<file path="config.mk">
export PLATFORM = sky130hd
export DESIGN_NAME = seq_alu_flat
export DESIGN_NICKNAME = d
export VERILOG_FILES = /design/src/rtl/seq_alu_pkg.sv /design/src/rtl/seq_alu_if.sv /design/src/rtl/seq_alu_addsub.sv /design/src/rtl/seq_alu.sv /design/src/flat_wrapper.sv
export SDC_FILE = /design/constraint.sdc
export NUM_CORES = 1
export LEC_CHECK = 0
export ABC_AREA = 1
export BUFFER_PORTS_ARGS = -buffer_cell sky130_fd_sc_hd__buf_4
export CORE_MARGIN = 5
export CORE_UTILIZATION = 35
export DETAILED_ROUTE_END_ITERATION = 7
export PLACE_DENSITY_LB_ADDON = 0.25
export SYNTH_ARGS = -nofsm -noshare
export SYNTH_HDL_FRONTEND = slang
export SYNTH_SLANG_ARGS = --single-unit
</file>
<file path="constraint.sdc">
create_clock -name clk -period 6.7 [get_ports clk]
set_clock_uncertainty 0.2 [all_clocks]
set_input_delay 0.335 -clock clk [delete_from_list [all_inputs] [get_ports clk]]
set_output_delay 0.335 -clock clk [all_outputs]
set_load 0.02 [all_outputs]
</file>
<file path="src/rtl/seq_alu_pkg.sv">
`default_nettype none
// ============================================================================
// Module   : seq_alu_pkg
// Purpose  : Shared op-code constants and FSM state encoding for seq_alu.
// Revision : 1.0 - initial release
// ============================================================================
package seq_alu_pkg;

  // op = {sub, op[1:0]}; bit 2 doubles as the adder's subtract control
  localparam logic [2:0] OP_AND = 3'b000;
  localparam logic [2:0] OP_OR  = 3'b001;
  localparam logic [2:0] OP_ADD = 3'b010;
  localparam logic [2:0] OP_MUL = 3'b011;
  localparam logic [2:0] OP_NOR = 3'b100;
  localparam logic [2:0] OP_XOR = 3'b101;
  localparam logic [2:0] OP_SUB = 3'b110;
  localparam logic [2:0] OP_SLT = 3'b111;

  typedef enum logic [1:0] {
    ST_IDLE = 2'd0,
    ST_MUL  = 2'd1,
    ST_DONE = 2'd2
  } state_t;

endpackage
`default_nettype wire

</file>
<file path="src/rtl/seq_alu_if.sv">
`default_nettype none
// ============================================================================
// Module   : seq_alu_if
// Purpose  : Operand/result handshake bundle for seq_alu.
// Ports    : in_valid/in_ready/a/b/op   - operation request (producer -> ALU)
//            out_valid/out_ready        - result handshake (ALU -> consumer)
//            result/result_hi/zero/cout/overflow - registered result and flags
// Modports : master = producer/consumer side, slave = ALU side
// Revision : 1.0 - initial release
// ============================================================================
interface seq_alu_if #(
  parameter int WIDTH = 32
);
  logic             in_valid;
  logic             in_ready;
  logic [WIDTH-1:0] a;
  logic [WIDTH-1:0] b;
  logic [2:0]       op;
  logic             out_valid;
  logic             out_ready;
  logic [WIDTH-1:0] result;
  logic [WIDTH-1:0] result_hi;
  logic             zero;
  logic             cout;
  logic             overflow;

  modport master (
    output in_valid, a, b, op, out_ready,
    input  in_ready, out_valid, result, result_hi, zero, cout, overflow
  );

  modport slave (
    input  in_valid, a, b, op, out_ready,
    output in_ready, out_valid, result, result_hi, zero, cout, overflow
  );
endinterface
`default_nettype wire

</file>
<file path="src/rtl/seq_alu_addsub.sv">
`default_nettype none
// ============================================================================
// Module   : seq_alu_addsub
// Purpose  : Combinational WIDTH-bit adder/subtractor shared by ADD/SUB/SLT.
// Ports    : a, b     - operands
//            sub      - 1: compute a - b (b inverted, carry-in 1)
//            sum      - WIDTH-bit wrapped sum
//            cout     - carry out of the MSB (1 = no borrow when subtracting)
//            overflow - signed overflow of the operation
// Revision : 1.0 - initial release
// ============================================================================
module seq_alu_addsub #(
  parameter int WIDTH = 32
) (
  input  logic [WIDTH-1:0] a,
  input  logic [WIDTH-1:0] b,
  input  logic             sub,
  output logic [WIDTH-1:0] sum,
  output logic             cout,
  output logic             overflow
);

  logic [WIDTH-1:0] w_b;
  logic [WIDTH:0]   w_full;

  assign w_b      = b ^ {WIDTH{sub}};
  assign w_full   = {1'b0, a} + {1'b0, w_b} + {{WIDTH{1'b0}}, sub};
  assign sum      = w_full[WIDTH-1:0];
  assign cout     = w_full[WIDTH];
  // Same-sign operands producing an opposite-sign sum
  assign overflow = (a[WIDTH-1] == w_b[WIDTH-1]) && (sum[WIDTH-1] != a[WIDTH-1]);

endmodule
`default_nettype wire

</file>
<file path="src/rtl/seq_alu.sv">
`default_nettype none
// ============================================================================
// Module   : seq_alu
// Purpose  : WIDTH-bit ALU with valid/ready handshakes. Logic and add/sub ops
//            complete in one cycle; MUL is an iterative unsigned shift-add
//            multiply taking WIDTH iterations. Result and flags are registered
//            and held until the consumer accepts them.
// Ports    : clk   - rising-edge clock
//            rst_n - asynchronous active-low reset
//            bus   - seq_alu_if slave (request, result and flags)
// Revision : 1.0 - initial release
// ============================================================================
module seq_alu #(
  parameter int WIDTH = 32
) (
  input  logic     clk,
  input  logic     rst_n,
  seq_alu_if.slave bus
);
  import seq_alu_pkg::*;

  localparam int CNT_W = $clog2(WIDTH + 1);

  state_t             r_state;
  state_t             w_state_nxt;

  logic [WIDTH-1:0]   r_mcand;
  logic [WIDTH-1:0]   r_mplier;
  logic [2*WIDTH-1:0] r_acc;
  logic [CNT_W-1:0]   r_cnt;

  logic [WIDTH-1:0]   r_result;
  logic [WIDTH-1:0]   r_result_hi;
  logic               r_zero;
  logic               r_cout;
  logic               r_ovf;

  logic [WIDTH-1:0]   w_sum;
  logic               w_cout;
  logic               w_ovf;
  logic [WIDTH-1:0]   w_alu_res;
  logic               w_alu_cout;
  logic               w_alu_ovf;
  logic               w_accept;
  logic               w_mul_end;
  logic [WIDTH:0]     w_part;

  seq_alu_addsub #(.WIDTH(WIDTH)) u_addsub (
    .a        (bus.a),
    .b        (bus.b),
    .sub      (bus.op[2]),
    .sum      (w_sum),
    .cout     (w_cout),
    .overflow (w_ovf)
  );

  assign w_accept  = bus.in_valid && (r_state == ST_IDLE);
  // Counter reaches WIDTH one cycle after the last iteration; that cycle
  // transfers the finished product into the output registers.
  assign w_mul_end = (r_state == ST_MUL) && (r_cnt == CNT_W'(WIDTH));
  // Upper accumulator half plus the gated multiplicand, keeping the carry
  assign w_part    = {1'b0, r_acc[2*WIDTH-1:WIDTH]}
                   + {1'b0, (r_mplier[0] ? r_mcand : {WIDTH{1'b0}})};

  // Single-cycle operations
  always_comb begin
    w_alu_res  = '0;
    w_alu_cout = 1'b0;
    w_alu_ovf  = 1'b0;
    case (bus.op)
      OP_AND: w_alu_res = bus.a & bus.b;
      OP_OR:  w_alu_res = bus.a | bus.b;
      OP_NOR: w_alu_res = ~(bus.a | bus.b);
      OP_XOR: w_alu_res = bus.a ^ bus.b;
      OP_ADD, OP_SUB: begin
        w_alu_res  = w_sum;
        w_alu_cout = w_cout;
        w_alu_ovf  = w_ovf;
      end
      OP_SLT: begin
        // Sign of the true difference, corrected for overflow
        w_alu_res  = {{(WIDTH-1){1'b0}}, w_sum[WIDTH-1] ^ w_ovf};
        w_alu_cout = w_cout;
        w_alu_ovf  = w_ovf;
      end
      default: w_alu_res = '0;  // MUL goes through the iterative path
    endcase
  end

  // FSM state register
  always_ff @(posedge clk or negedge rst_n) begin
    if (!rst_n) r_state <= ST_IDLE;
    else        r_state <= w_state_nxt;
  end

  // FSM next state and handshake outputs
  always_comb begin
    w_state_nxt   = r_state;
    bus.in_ready  = 1'b0;
    bus.out_valid = 1'b0;
    case (r_state)
      ST_IDLE: begin
        bus.in_ready = 1'b1;
        if (bus.in_valid) w_state_nxt = (bus.op == OP_MUL) ? ST_MUL : ST_DONE;
      end
      ST_MUL: begin
        if (w_mul_end) w_state_nxt = ST_DONE;
      end
      ST_DONE: begin
        bus.out_valid = 1'b1;
        if (bus.out_ready) w_state_nxt = ST_IDLE;
      end
      default: w_state_nxt = ST_IDLE;
    endcase
  end

  // Datapath: operand capture, multiply iterations, output registers
  always_ff @(posedge clk or negedge rst_n) begin
    if (!rst_n) begin
      r_mcand     <= '0;
      r_mplier    <= '0;
      r_acc       <= '0;
      r_cnt       <= '0;
      r_result    <= '0;
      r_result_hi <= '0;
      r_zero      <= 1'b0;
      r_cout      <= 1'b0;
      r_ovf       <= 1'b0;
    end else if (w_accept) begin
      if (bus.op == OP_MUL) begin
        r_mcand  <= bus.a;
        r_mplier <= bus.b;
        r_acc    <= '0;
        r_cnt    <= '0;
      end else begin
        r_result    <= w_alu_res;
        r_result_hi <= '0;
        r_zero      <= ~|w_alu_res;
        r_cout      <= w_alu_cout;
        r_ovf       <= w_alu_ovf;
      end
    end else if (r_state == ST_MUL) begin
      if (w_mul_end) begin
        r_result    <= r_acc[WIDTH-1:0];
        r_result_hi <= r_acc[2*WIDTH-1:WIDTH];
        r_zero      <= ~|r_acc;
        r_cout      <= 1'b0;
        r_ovf       <= |r_acc[2*WIDTH-1:WIDTH];
      end else begin
        // Shift {carry, upper + addend, lower} right by one
        r_acc    <= {w_part, r_acc[WIDTH-1:1]};
        r_mplier <= r_mplier >> 1;
        r_cnt    <= r_cnt + 1'b1;
      end
    end
  end

  assign bus.result    = r_result;
  assign bus.result_hi = r_result_hi;
  assign bus.zero      = r_zero;
  assign bus.cout      = r_cout;
  assign bus.overflow  = r_ovf;

endmodule
`default_nettype wire

</file>
<file path="src/flat_wrapper.sv">
// flat-port wrapper written by rule: the top's interface ports become plain ports
module seq_alu_flat import seq_alu_pkg::*;
#(
  parameter int WIDTH = 32
)
  (clk, rst_n, bus_in_valid, bus_a, bus_b, bus_op, bus_out_ready, bus_in_ready, bus_out_valid, bus_result, bus_result_hi, bus_zero, bus_cout, bus_overflow);
  seq_alu_if #(.WIDTH(WIDTH)) bus_i ();
  input  logic clk;
  input  logic rst_n;
  input wire logic [$bits(bus_i.in_valid)-1:0] bus_in_valid;
  input wire logic [$bits(bus_i.a)-1:0] bus_a;
  input wire logic [$bits(bus_i.b)-1:0] bus_b;
  input wire logic [$bits(bus_i.op)-1:0] bus_op;
  input wire logic [$bits(bus_i.out_ready)-1:0] bus_out_ready;
  output wire logic [$bits(bus_i.in_ready)-1:0] bus_in_ready;
  output wire logic [$bits(bus_i.out_valid)-1:0] bus_out_valid;
  output wire logic [$bits(bus_i.result)-1:0] bus_result;
  output wire logic [$bits(bus_i.result_hi)-1:0] bus_result_hi;
  output wire logic [$bits(bus_i.zero)-1:0] bus_zero;
  output wire logic [$bits(bus_i.cout)-1:0] bus_cout;
  output wire logic [$bits(bus_i.overflow)-1:0] bus_overflow;
  assign bus_i.in_valid = bus_in_valid;
  assign bus_i.a = bus_a;
  assign bus_i.b = bus_b;
  assign bus_i.op = bus_op;
  assign bus_i.out_ready = bus_out_ready;
  assign bus_in_ready = bus_i.in_ready;
  assign bus_out_valid = bus_i.out_valid;
  assign bus_result = bus_i.result;
  assign bus_result_hi = bus_i.result_hi;
  assign bus_zero = bus_i.zero;
  assign bus_cout = bus_i.cout;
  assign bus_overflow = bus_i.overflow;
  seq_alu #(.WIDTH(WIDTH)) u_core (.clk(clk), .rst_n(rst_n), .bus(bus_i));
endmodule
</file>
==> impl_metrics.env <==
export IMPL_status="complete, no violations"
export IMPL_die_y_um=215.7
export IMPL_cts_made_buffers=24
export IMPL_timing_critical_path_buf_inv=5
export IMPL_synth_xor_area_frac=0.02070
export IMPL_cp_end_kind="flop"
export IMPL_hold_slack_ns=0.02602
export IMPL_overflow=0
export IMPL_cpLargestDelayFamily="buffers and inverters"
export IMPL_setup_violations=0
export IMPL_fin_setup_tns_ns=0
export IMPL_ys_warn_count=0
export IMPL_wl_per_cell_um=18.12
export IMPL_hpwlAfterDp_um=39040
export IMPL_setup_slack_ns=3.057
export IMPL_clkTransAtPathRegs_ns=0.06
export IMPL_hold_start="bus_b[10]"
export IMPL_grt_pass1_vias=14020
export IMPL_crit_required_ns=6.90
export IMPL_stdcell_count=2775
export IMPL_path_class="reg -> reg"
export IMPL_hold_class="in -> reg"
export IMPL_finalHoldViolCount=0
export IMPL_io_buffers=139
export IMPL_wl_um=50280
export IMPL_fin_nets=2422
export IMPL_synth_simple_area_share=0.2286
export IMPL_p_int_mw=3.522
export IMPL_final_max_slew_viol_count=0
export IMPL_grt_pass1_wl_um=78980
export IMPL_period_minus_slack_ns=3.643
export IMPL_num_vias=14380
export IMPL_cp_max_fo=83
export IMPL_synth_compound_area_frac=0.1835
export IMPL_worst_slew_pin_transition_ns=1.200
export IMPL_cts_tree="done"
export IMPL_start_util=0.3530
export IMPL_rows=75
export IMPL_report_power_total_mw=6.146
export IMPL_syn_avg_cell_area_um2=7.143
export IMPL_synth_edf_count=0
export IMPL_core_area_mm2=0.04195
export IMPL_antenna_left=0
export IMPL_slowest_delay_ns=0.67
export IMPL_arrival_ns=3.84
export IMPL_setup_worst_path_start="u_core.r_state[1]$_DFFE_PN0P_"
export IMPL_clockBufferDepth=3
export IMPL_fp_dieW_um=215.7
export IMPL_grt_max_degree=99
export IMPL_synthDistinctLibCells=45
export IMPL_synthToLayoutAreaGrowth_pct=18.27
export IMPL_critical_path_cell_chain="inv_1 > nand2_1 > nor2_4 > inv_1 > o21ai_2 > buf_4 > clkinv_2 > buf_4 > a41oi_1 > a21oi_2"
export IMPL_synth_nets=2276
export IMPL_htreeDepth=1
export IMPL_p_clk_frac=0.208
export IMPL_io_pins=140
export IMPL_dp_slack_ns=2.929
export IMPL_antenna_found_initial=0
export IMPL_first_pass_iters=7
export IMPL_powerDensity_mw_per_mm2=351.0
export IMPL_ff2ff_path_depth=10
export IMPL_clk_latency_ns=0.52
export IMPL_syn_inst=2073
export IMPL_total_leakage_power_nw=9.110
export IMPL_p_seq_frac=0.348
export IMPL_drc=0
export IMPL_seq_area_frac_synth=0.3431
export IMPL_cap_viol_max_count=0
export IMPL_crit_cells=10
export IMPL_r2r_start="u_core.r_state[1]$_DFFE_PN0P_"
export IMPL_grt_usage=0.2106
export IMPL_dp_cells=2685
export IMPL_netSwitchingPower_mw=2.624
export IMPL_synth_top_family_by_area="simple AND/OR/NAND/NOR gates"
export IMPL_cts_sinks=203
export IMPL_die_area_mm2=0.04652
export IMPL_whs_path_depth=3
export IMPL_drt_iter0_drc=1523
export IMPL_finalCritPeriodShare=0.5437
export IMPL_diodes=0
export IMPL_combPwrFrac=0.444
export IMPL_cts_setup_buffers=0
export IMPL_place_congestion=0.9499
export IMPL_synth_async_sr_flop_share=1.000
export IMPL_peakVddDrop_uv=194.0
export IMPL_viasPerCell=5.181
export IMPL_synth_area_mux_share=0
export IMPL_switching_share=0.4269
export IMPL_max_freq_mhz=274.5
export IMPL_cts_root_buffer="clkbuf_16"
export IMPL_crit_slowest_cell="nor2_4"
export IMPL_synth_adder_area_share=0.1126
export IMPL_ys_seq_elements=203
export IMPL_ys_flop_type="dfrtp_1"
export IMPL_final_layout_size_suffix_gt1_frac=0.09347
export IMPL_slew_headroom=0.1988
export IMPL_syn_cell_area_mm2=0.01481
export IMPL_rsz0062_at_grt="no"
export IMPL_cp_start_kind="flop"
[registers in the layout (all words and copies together) (netlist names)]
signal / flops
u_core.r_state: 2
u_core.bus.result: 32
u_core.r_mplier: 32
u_core.r_cnt: 6
u_core.bus.cout: 1
u_core.bus.result_hi: 32
u_core.r_mcand: 32
u_core.bus.zero: 1
u_core.bus.overflow: 1
u_core.r_acc: 64
[power by group through the flow]
stage | clock network, mW | registers, mW | logic [mW]
finish | 1.28 | 2.14 | 2.73
global route | 1.37 | 2.21 | 3.05
CTS | 1.32 | 2.14 | 2.74
detailed placement | 0 | 2.16 | 2.70
global placement | 0 | 2.14 | 2.68
floorplan | 0 | 2.26 | 1.58
[cell type report]
type / instances / area [um2]
Clock buffer: 35 / 693.2
Fill cell: 4321 / 24430
Multi-Input combinational cell: 1449 / 8098
Sequential cell: 203 / 5080
Inverter: 345 / 1296
Timing Repair Buffer: 196 / 1595
Clock inverter: 8 / 75.07
Tap cell: 539 / 674.4
[cell families after synthesis]
| kind of cell | after synthesis |
|---|---|
| AND/OR/NAND/NOR | 825 |
| AO/OA/AOI/OAI | 457 |
| buffers and inverters | 421 |
| flip-flops | 203 |
| adder cells (fa/ha/maj) | 132 |
| XOR/XNOR | 35 |
[through the flow]
step                      area, um2  utilization
after floorplan               14810            -
after global placement        16270       0.3879
after detailed placement      16270       0.3879
after CTS                     17510       0.4175
after global routing          17510       0.4175
final                         17510       0.4175
[cells in the mapped netlist, types with 3 or more instances]
cell type	instances	area share
nor2_1	145	0.037
inv_2	7	0.0018
o21bai_1	8	0.0041
o211ai_1	9	0.0046
ha_1	130	0.11
nand4_1	24	0.010
buf_2	22	0.0074
xor2_1	33	0.020
nor4_1	12	0.0051
nand3_1	74	0.025
nand3b_1	15	0.0076
a21oi_1	157	0.053
a211oi_1	3	0.0015
o21ai_1	10	0.0034
nand2_2	3	0.0013
o221ai_1	34	0.020
a31oi_1	6	0.0025
dfrtp_1	203	0.34
inv_1	338	0.086
o21a_1	3	0.0015
clkbuf_1	47	0.012
nand2_1	530	0.13
a221oi_1	13	0.0077
or2_2	3	0.0013
buf_6	6	0.0046
o31ai_1	33	0.017
o22ai_1	46	0.019
o21ai_0	125	0.042
nor3_1	15	0.0051
[tightest hold or removal path: stages]
cell and delay, ns:
buf_4 0.11, inv_1 0.07, o221ai_1 0.18
[worst paths after layout]
path	slack (ns)	endpoint
max	3.06	u_core.bus.zero$_DFFE_PN0P_
min	0.03	u_core.r_mplier[10]$_DFFE_PN0P_
max reg2reg	3.06	u_core.bus.zero$_DFFE_PN0P_
min reg2reg	0.28	u_core.r_mcand[14]$_DFFE_PN0P_
max in group asynchronous	4.73	u_core.bus.result[22]$_DFFE_PN0P_
min in group asynchronous	0.27	u_core.bus.result_hi[23]$_DFFE_PN0P_
[placed cells by master (no fill, tap or decap), drive strengths merged, types with 34 or more instances in the layout]
| cell type | synthesis | final |
|---|---|---|
| nand2 | 534 | 534 |
| inv | 345 | 346 |
| dfrtp | 203 | 203 |
| a21oi | 158 | 158 |
| buf | 29 | 148 |
| nor2 | 146 | 146 |
| o21ai | 135 | 135 |
| ha | 130 | 130 |
| nand3 | 74 | 74 |
| dlygate4sd3 | 0 | 47 |
| o22ai | 46 | 46 |
| clkbuf | 47 | 36 |
| o221ai | 34 | 34 |
[layer usage]
metal  GRT usage  up-vias  routed length (um)
li1            -     7120                   -
met1      0.2966     6732               23370
met2      0.3362      443               22410
met3     0.02270       83                2535
met4     0.07702        0                1964
met5           0        -                   0
[repair_timing]
action / 4_1_cts / 5_1_grt
endpoints found under the hold margin: 141 / 0
resized for setup: 0 / 0
hold buffers: 47 / 0
endpoints found under the setup margin: 0 / 0
No activity file was read; power rests on OpenSTA's default activity.
